[src/rtl/tmu_burstwrite.sv]
// Holds one assembled 256-bit burst and replays it as a 4-beat FML write.
// The request rises 2 cycles after accept; upstream stalls while the holding register is full.
module tmu_burstwrite #(
  parameter int fml_depth = 26
) (
  input  logic                 sys_clk,
  input  logic                 sys_rst_n,
  input  logic                 pipe_stb_i,
  output logic                 pipe_ack_o,
  input  logic [fml_depth-6:0] burst_addr,
  input  logic [15:0]          burst_sel,
  input  logic [255:0]         burst_do,
  output logic                 busy,
  output logic [fml_depth-1:0] fml_adr,
  output logic                 fml_stb,
  output logic                 fml_we,
  input  logic                 fml_ack,
  output logic [7:0]           fml_sel,
  output logic [63:0]          fml_do
);

  typedef enum logic [1:0] {
    IDLE    = 2'd0,
    REQUEST = 2'd1,
    DATA    = 2'd2
  } state_t;

  state_t state, state_nx;

  logic                 hold_valid;
  logic [fml_depth-6:0] hold_addr;
  logic [15:0]          hold_sel;
  logic [255:0]         hold_do;

  logic [255:0] data_sr;
  logic [15:0]  mask_sr;
  logic [1:0]   cnt;

  logic accept;
  logic hold_clr;
  logic eng_load;
  logic beat_issue;

  // Each 16-bit word covers two bytes of the 64-bit beat.
  function automatic logic [7:0] expand(input logic [3:0] m);
    return {{2{m[3]}}, {2{m[2]}}, {2{m[1]}}, {2{m[0]}}};
  endfunction

  assign pipe_ack_o = ~hold_valid & sys_rst_n;
  assign accept     = pipe_stb_i & pipe_ack_o;
  assign busy       = hold_valid | (state != IDLE);
  assign fml_we     = 1'b1;
  assign beat_issue = ((state == REQUEST) && fml_ack) || ((state == DATA) && (cnt != 2'd3));

  always_ff @(posedge sys_clk) begin
    if (!sys_rst_n) state <= IDLE;
    else            state <= state_nx;
  end

  always_comb begin
    state_nx = state;
    hold_clr = 1'b0;
    eng_load = 1'b0;
    unique case (state)
      IDLE: begin
        if (hold_valid) begin
          hold_clr = 1'b1;
          if (hold_sel != 16'd0) begin
            eng_load = 1'b1;
            state_nx = REQUEST;
          end
        end
      end
      REQUEST: begin
        if (fml_ack) state_nx = DATA;
      end
      DATA: begin
        if (cnt == 2'd3) begin
          state_nx = IDLE;
          if (hold_valid) begin
            hold_clr = 1'b1;
            if (hold_sel != 16'd0) begin
              eng_load = 1'b1;
              state_nx = REQUEST;
            end
          end
        end
      end
      default: state_nx = IDLE;
    endcase
  end

  always_ff @(posedge sys_clk) begin
    if (!sys_rst_n) begin
      hold_valid <= 1'b0;
      hold_addr  <= '0;
      hold_sel   <= '0;
      hold_do    <= '0;
      data_sr    <= '0;
      mask_sr    <= '0;
      cnt        <= '0;
      fml_adr    <= '0;
      fml_stb    <= 1'b0;
      fml_sel    <= '0;
      fml_do     <= '0;
    end else begin
      // An accept in the same cycle as an engine load leaves the register full.
      if (accept) begin
        hold_valid <= 1'b1;
        hold_addr  <= burst_addr;
        hold_sel   <= burst_sel;
        hold_do    <= burst_do;
      end else if (hold_clr) begin
        hold_valid <= 1'b0;
      end

      fml_stb <= (state_nx == REQUEST);

      if (eng_load) begin
        fml_adr <= {hold_addr, 5'b0};
        data_sr <= hold_do;
        mask_sr <= hold_sel;
      end

      if (beat_issue) begin
        fml_do  <= data_sr[255:192];
        fml_sel <= expand(mask_sr[15:12]);
        data_sr <= data_sr << 64;
        mask_sr <= mask_sr << 4;
        cnt     <= (state == REQUEST) ? 2'd0 : cnt + 2'd1;
      end else begin
        fml_sel <= '0;
      end
    end
  end

endmodule

[config.mk]
export PLATFORM = sky130hd
export DESIGN_NAME = tmu_burstwrite
export DESIGN_NICKNAME = d
export VERILOG_FILES = /design/src/rtl/tmu_burstwrite.sv
export SDC_FILE = /design/constraint.sdc
export NUM_CORES = 1
export LEC_CHECK = 0
export BUFFER_PORTS_ARGS = -buffer_cell sky130_fd_sc_hd__buf_2
export CAP_MARGIN = 15
export CORE_MARGIN = 8
export CORE_UTILIZATION = 51
export DETAILED_ROUTE_END_ITERATION = 10
export PLACE_DENSITY = 0.77
export RECOVER_POWER = 50
export SYNTH_ARGS = -nofsm -noshare
export SYNTH_HDL_FRONTEND = slang
export SYNTH_SLANG_ARGS = --single-unit
[constraint.sdc]
create_clock -name sys_clk -period 1.6 [get_ports sys_clk]
set_input_delay 0.16 -clock sys_clk [delete_from_list [all_inputs] [get_ports sys_clk]]
set_output_delay 0.16 -clock sys_clk [all_outputs]
set_load 0.1 [all_outputs]
Word-level counts from Yosys, hierarchy flattened
Cells that the tools add are included.
Operators by class
  add/subtract/negate cells: 1
  eq/ne operators: 5
  muxes and demuxes: 21
  reduce and logical (&&, ||, !) cells: 10
  bitwise gates (word level): 5
Operators with widths (count)
  $mux 256: 2
  $mux 16: 2
  $reduce_bool 16->1: 1
  $mux 2: 5
  $mux 1: 9
  $pmux 2 s3: 1
  $reduce_bool 2->1: 3
  $eq 2x1->1 const B: 2
  $eq 2x2->1 const B: 2
  $pmux 1 s2: 2
  $add 2x1->2 const B: 1
  $and 1x1->1: 2
  $logic_and 1x1->1: 2
  $logic_not 2->1: 1
  $ne 2x2->1 const B: 1
  $not 1->1: 2
  $reduce_and 2->1: 1
  $reduce_or 2->1: 1
  $logic_or 1x1->1: 1
  $or 1x1->1: 1
Storage, ports and cells
  output and inout port bits: 102
  register bits: 663
  word-level logic and storage cells: 56
  input port bits: 297

Longest topological paths before layout
  depth after elaboration: 7
  gate-level depth with buffers: 9
  depth with buffers taken out: 5

Least setup slack after synthesis
Ideal clock, no wire load.
  kind: register -> register
  from: register hold_valid
  to: register hold_do[128]
  stages on the path, launching flop included: 7
  data required time: 1.468 ns
  data arrival time: 2.098 ns
  path slack: -0.630 ns
  clock period less this slack: 2.230 ns
  cell sequence: dfxtp_1 -> nor2b_2 -> and2_1 -> buf_4 -> buf_2 -> clkbuf_1 -> o21ai_0
On the way
  longest elaborated chain between the ends: 3
RTL lines
  from (decl): RTL line 30  | logic hold_valid;
  from (signal assigned): RTL line 95  | hold_valid <= 1'b0;
  from (signal assigned): RTL line 109  | hold_valid <= 1'b1;
  from (signal assigned): RTL line 114  | hold_valid <= 1'b0;
  $not 1->1: RTL line 49  | assign pipe_ack_o = ~hold_valid & sys_rst_n;
  $and 1x1->1: RTL line 49
  via pipe_ack_o: RTL line 9  | output logic pipe_ack_o,
  $and 1x1->1: RTL line 50  | assign accept = pipe_stb_i & pipe_ack_o;
  to (signal assigned): RTL line 112  | hold_do <= burst_do;
  to (decl): RTL line 33  | logic [255:0] hold_do;
The timed path passes the listed nets, and every way through them passes these cells.
A chain may end at the register's enable or synchronous reset.

Final worst setup path
  from: register hold_sel[7]
  to: register data_sr[164]
On the way
  longest elaborated chain between the ends: 6
RTL lines
  from (decl): RTL line 32  | logic [15:0] hold_sel;
  from (signal assigned): RTL line 111  | hold_sel <= burst_sel;
  $reduce_bool 16->1 (*): RTL line 68, 82
  $mux 1 (*): RTL line 68, 82
  $mux 1 (*): RTL line 66  | if (hold_valid) begin
  $mux 1: RTL line 78  | if (cnt == 2'd3) begin
  $pmux 1 s2 (*): RTL line 64  | unique case (state)
  $reduce_bool 2->1 (no source line) (*)
  to (signal assigned): RTL line 121  | data_sr <= hold_do;
  to (signal assigned): RTL line 128  | data_sr <= data_sr << 64;
  to (decl): RTL line 35  | logic [255:0] data_sr;
Mark *: on every way between the ends. The rest lies on a longest branch, timed or not.

==> results.md <==
- Peak supply drop: 0.000750 V
- Dpl hpwl: between 50 and 60 mm
- YS warnings: 0
- FF-to-FF Start: hold_sel[7]
- Comb power frac: between 20% and 30%
- Die Width: 240 um
- Worst hold start: burst_do[67]
- CTS root buf: clkbuf_16
- Share of cells above drive strength 1: roughly 26%
- Pre-CTS setup slack: -244 ps
- GPL Wtd Cong: 0.843
- Fin util: 76.1%
- Nets: roughly 4.2k
- # setup viols final: roughly 540
- Row Count: 82
- Sequential power share: approximately two fifths
- CP max FO: 15
- First-pass GRT wire length: approximately 140 mm
- Seq/Total Area, Yosys: between 50% and 60%
- # DRC: 0
- Pwr dens: ~1200 mW/mm^2
- CTS sink count: between 600 and 700
- NetSw: 0.0142 W
- Vias post-DR: 28.8k
- Global route overflow: 0
- Vias/cell: 6.25
- Post-Route WL: roughly 110 mm
- Clock Power Share: about 35%
- Fin Clk Skew: 28.2 ps
- Crit Path Class: flip-flop to flip-flop
- Worst slew pin tran: 630 ps
- CP Data Required Time: 2130 ps
- Min cycle time layout: 2010 ps
- Die area: 0.0575 mm^2
- Post-synth cell types: 37
- Max Freq: about 500 MHz
- Hold crit path type: input port to flip-flop
- Cells after DPL: 4132
- # H-tree levels: 3
- RSZ-0062 raised after global routing: yes
- Drt wl/cell: between 20 and 25 um
- Starting density of the core: between 50% and 60%
- Sequential cell area: between 0.01 and 0.015 mm^2
- Clock Path Buffers: 3
- Tcrit/Tclk final: 126%
- Syn avg cell area: approximately 8 um^2
- TritonCTS clock tree: yes
- Synth Cell Area: around 0.026 mm^2
- Synth Register Bits: 660
- FILL cells: approximately 2.9k
- Total GRT Usage: a little under a third
- Largest net degree at the start of global routing: ~150
- Sw Ratio: between 30 and 40%
- Area occupied by multi-input gates: about 0.013 mm^2
- Violated checks: setup timing
- Clk pin slew, worst setup/hold paths: ~70 ps
- Worst setup SP type: flip-flop
- Pint: roughly 0.032 W
- Clock buffer count from CTS: 67
- Final Hold Fails: 0
- Non-Filler Instances: 4618
- Core box area: approximately 0.05 mm^2
- Vias in the first global route: ~26k
- Data arrival time of the worst path: about 2500 ps
- Number of routed nets with antenna violations: 0
- Worst skew pair latency: just over 600 ps
- Die Y: 240 um
- IO Pins: ~400
- MaxCap Viol Count: 0
- Setup WS post-layout: -412 ps
- Drt first-iter violations: 4209
- CP Capture Type: flip-flop
- Crit path launch: hold_sel[7]
- Outcome: finished, violations left
- Leak: ~14 nW
- Relative slew margins: 58.0%
- Detailed Routing Iterations Pass 1: 6
- Area Overhead vs Synth: 48.3%
- Initial antenna violation count: 6
- Buffers added on ports: approximately 390
- Count of final max-slew check failures: 0
- Post-Synthesis Cells: ~3.2k
layout make-up:
class | count | share of cell area [%]
Inverter | 1 | 0.00991
Timing Repair Buffer | 971 | 24.0
Tap cell | 672 | 2.22
Multi-Input combinational cell | 2192 | 33.1
Clock inverter | 12 | 0.377
Sequential cell | 660 | 34.9
Clock buffer | 101 | 5.27
Antenna cell | 9 | 0.0595
cells in the mapped netlist, drive strengths merged:
cell,instances,area (um^2)
nand4,1,6.26
o22ai,1,6.26
nand2b,1,6.26
nor2b,3,21.3
a31oi,192,1200
a31o,1,8.76
a21boi,85,638
o21bai,1,7.51
and3,7,43.8
a21oi,284,1460
dfxtp,660,13200
o21ai,790,3990
nand2,717,2690
inv,1,3.75
clkbuf,185,694
nor3b,1,12.5
ha,1,12.5
and2,2,12.5
o21ba,1,10.0
buf,152,975
or3,1,6.26
conb,2,7.51
and4,1,8.76
a22oi,1,7.51
nand3,90,450
mux2i,1,10.0
nor4,4,25.0
final timing paths:
check | endpoint | slack [ps] | cells past startpoint
hold / removal | hold_do[67] | 290 | 4
setup reg to reg | data_sr[164] | -410 | 6
setup / recovery | data_sr[164] | -410 | 6
hold reg to reg | hold_do[182] | 450 | 2
through the flow:
| stage | TNS, ps | power, W | cell area [um^2] | hold WS [ps] |
|---|---|---|---|---|
| 6_report | -82040 | 0.0457 | 37900 | 294 |
| 3_5_place_dp | -50670 | 0.0263 | 29200 | 358 |
| 3_3_place_gp | -28260 | 0.0261 | 29200 | 353 |
| 5_1_grt | -105850 | 0.0469 | 37900 | 297 |
| 4_1_cts | -26570 | 0.0428 | 35300 | 264 |
| 2_1_floorplan | -45680 | 0.0234 | 25900 | 269 |
routing by layer:
layer  vias up  part of all wire [%]  track usage (%)
met5         -                 0.021                0
met4         4                   6.9             16.3
met3       611                    11             5.74
met2      2307                    46             49.6
met1     13412                    36             40.6
li1      12508                     -                -
timing repair:
action                     in CTS  in global routing
setup endpoints to repair     369                468
cloned                         14                 32
pin swaps                      30                153
setup buffers                  14                 11
hold endpoints to repair      296                  0
hold buffers                  298                  0
resized for setup              99                337
cell families after synthesis:
logic type | Yosys count | share of synthesized area (%)
compound gates | 1356 | 28.7
fa+ha+maj | 1 | 0.0490
buf+inv | 338 | 6.55
flops | 660 | 51.7
mux | 1 | 0.0392
other cells | 2 | 0.0294
simple gates | 828 | 12.9
critical path: stages (launching register included):
cell     delay [ps]
dfxtp_1         340
nor4_2          380
and4_4          400
buf_12          200
buf_12          170
o21ai_0         200
a21oi_1         220
power by group through the flow:
stage,clock network [W],registers [W],logic (W)
global placement,0,0.0191,0.00704
detailed placement,0,0.0191,0.00716
floorplan,0,0.0192,0.00423
global route,0.0164,0.0192,0.0113
finish,0.0158,0.0191,0.0109
CTS,0.0156,0.0188,0.00847
cells in the final DEF, fill, tap and decap left out, types with 10 or more instances in the layout:
cell type      instances
a21boi_0              39
a21boi_1              30
a21boi_2              16
a21oi_1              226
a21oi_2               58
a31oi_1               89
a31oi_2               24
a31oi_4               79
buf_12                68
buf_16                22
buf_2                367
buf_4                121
buf_6                 32
buf_8                 10
clkbuf_1              17
clkbuf_16             97
clkbuf_2              23
clkbuf_8              15
dfxtp_1              652
dlygate4sd3_1        298
nand2_1              698
nand2_4               15
nand3_1               80
o21ai_0              381
o21ai_1              390
o21ai_2               19
state kept, by name, indices dropped and copies added, names as in the netlist:
| register | flops |
|---|---|
| hold_sel | 16 |
| state | 2 |
| fml_sel | 4 |
| data_sr | 256 |
| hold_do | 256 |
| cnt | 2 |
| fml_adr | 21 |
| fml_stb | 1 |
| mask_sr | 16 |
| hold_valid | 1 |
| hold_addr | 21 |
| fml_do | 64 |
(Power assumes the default switching activity.)
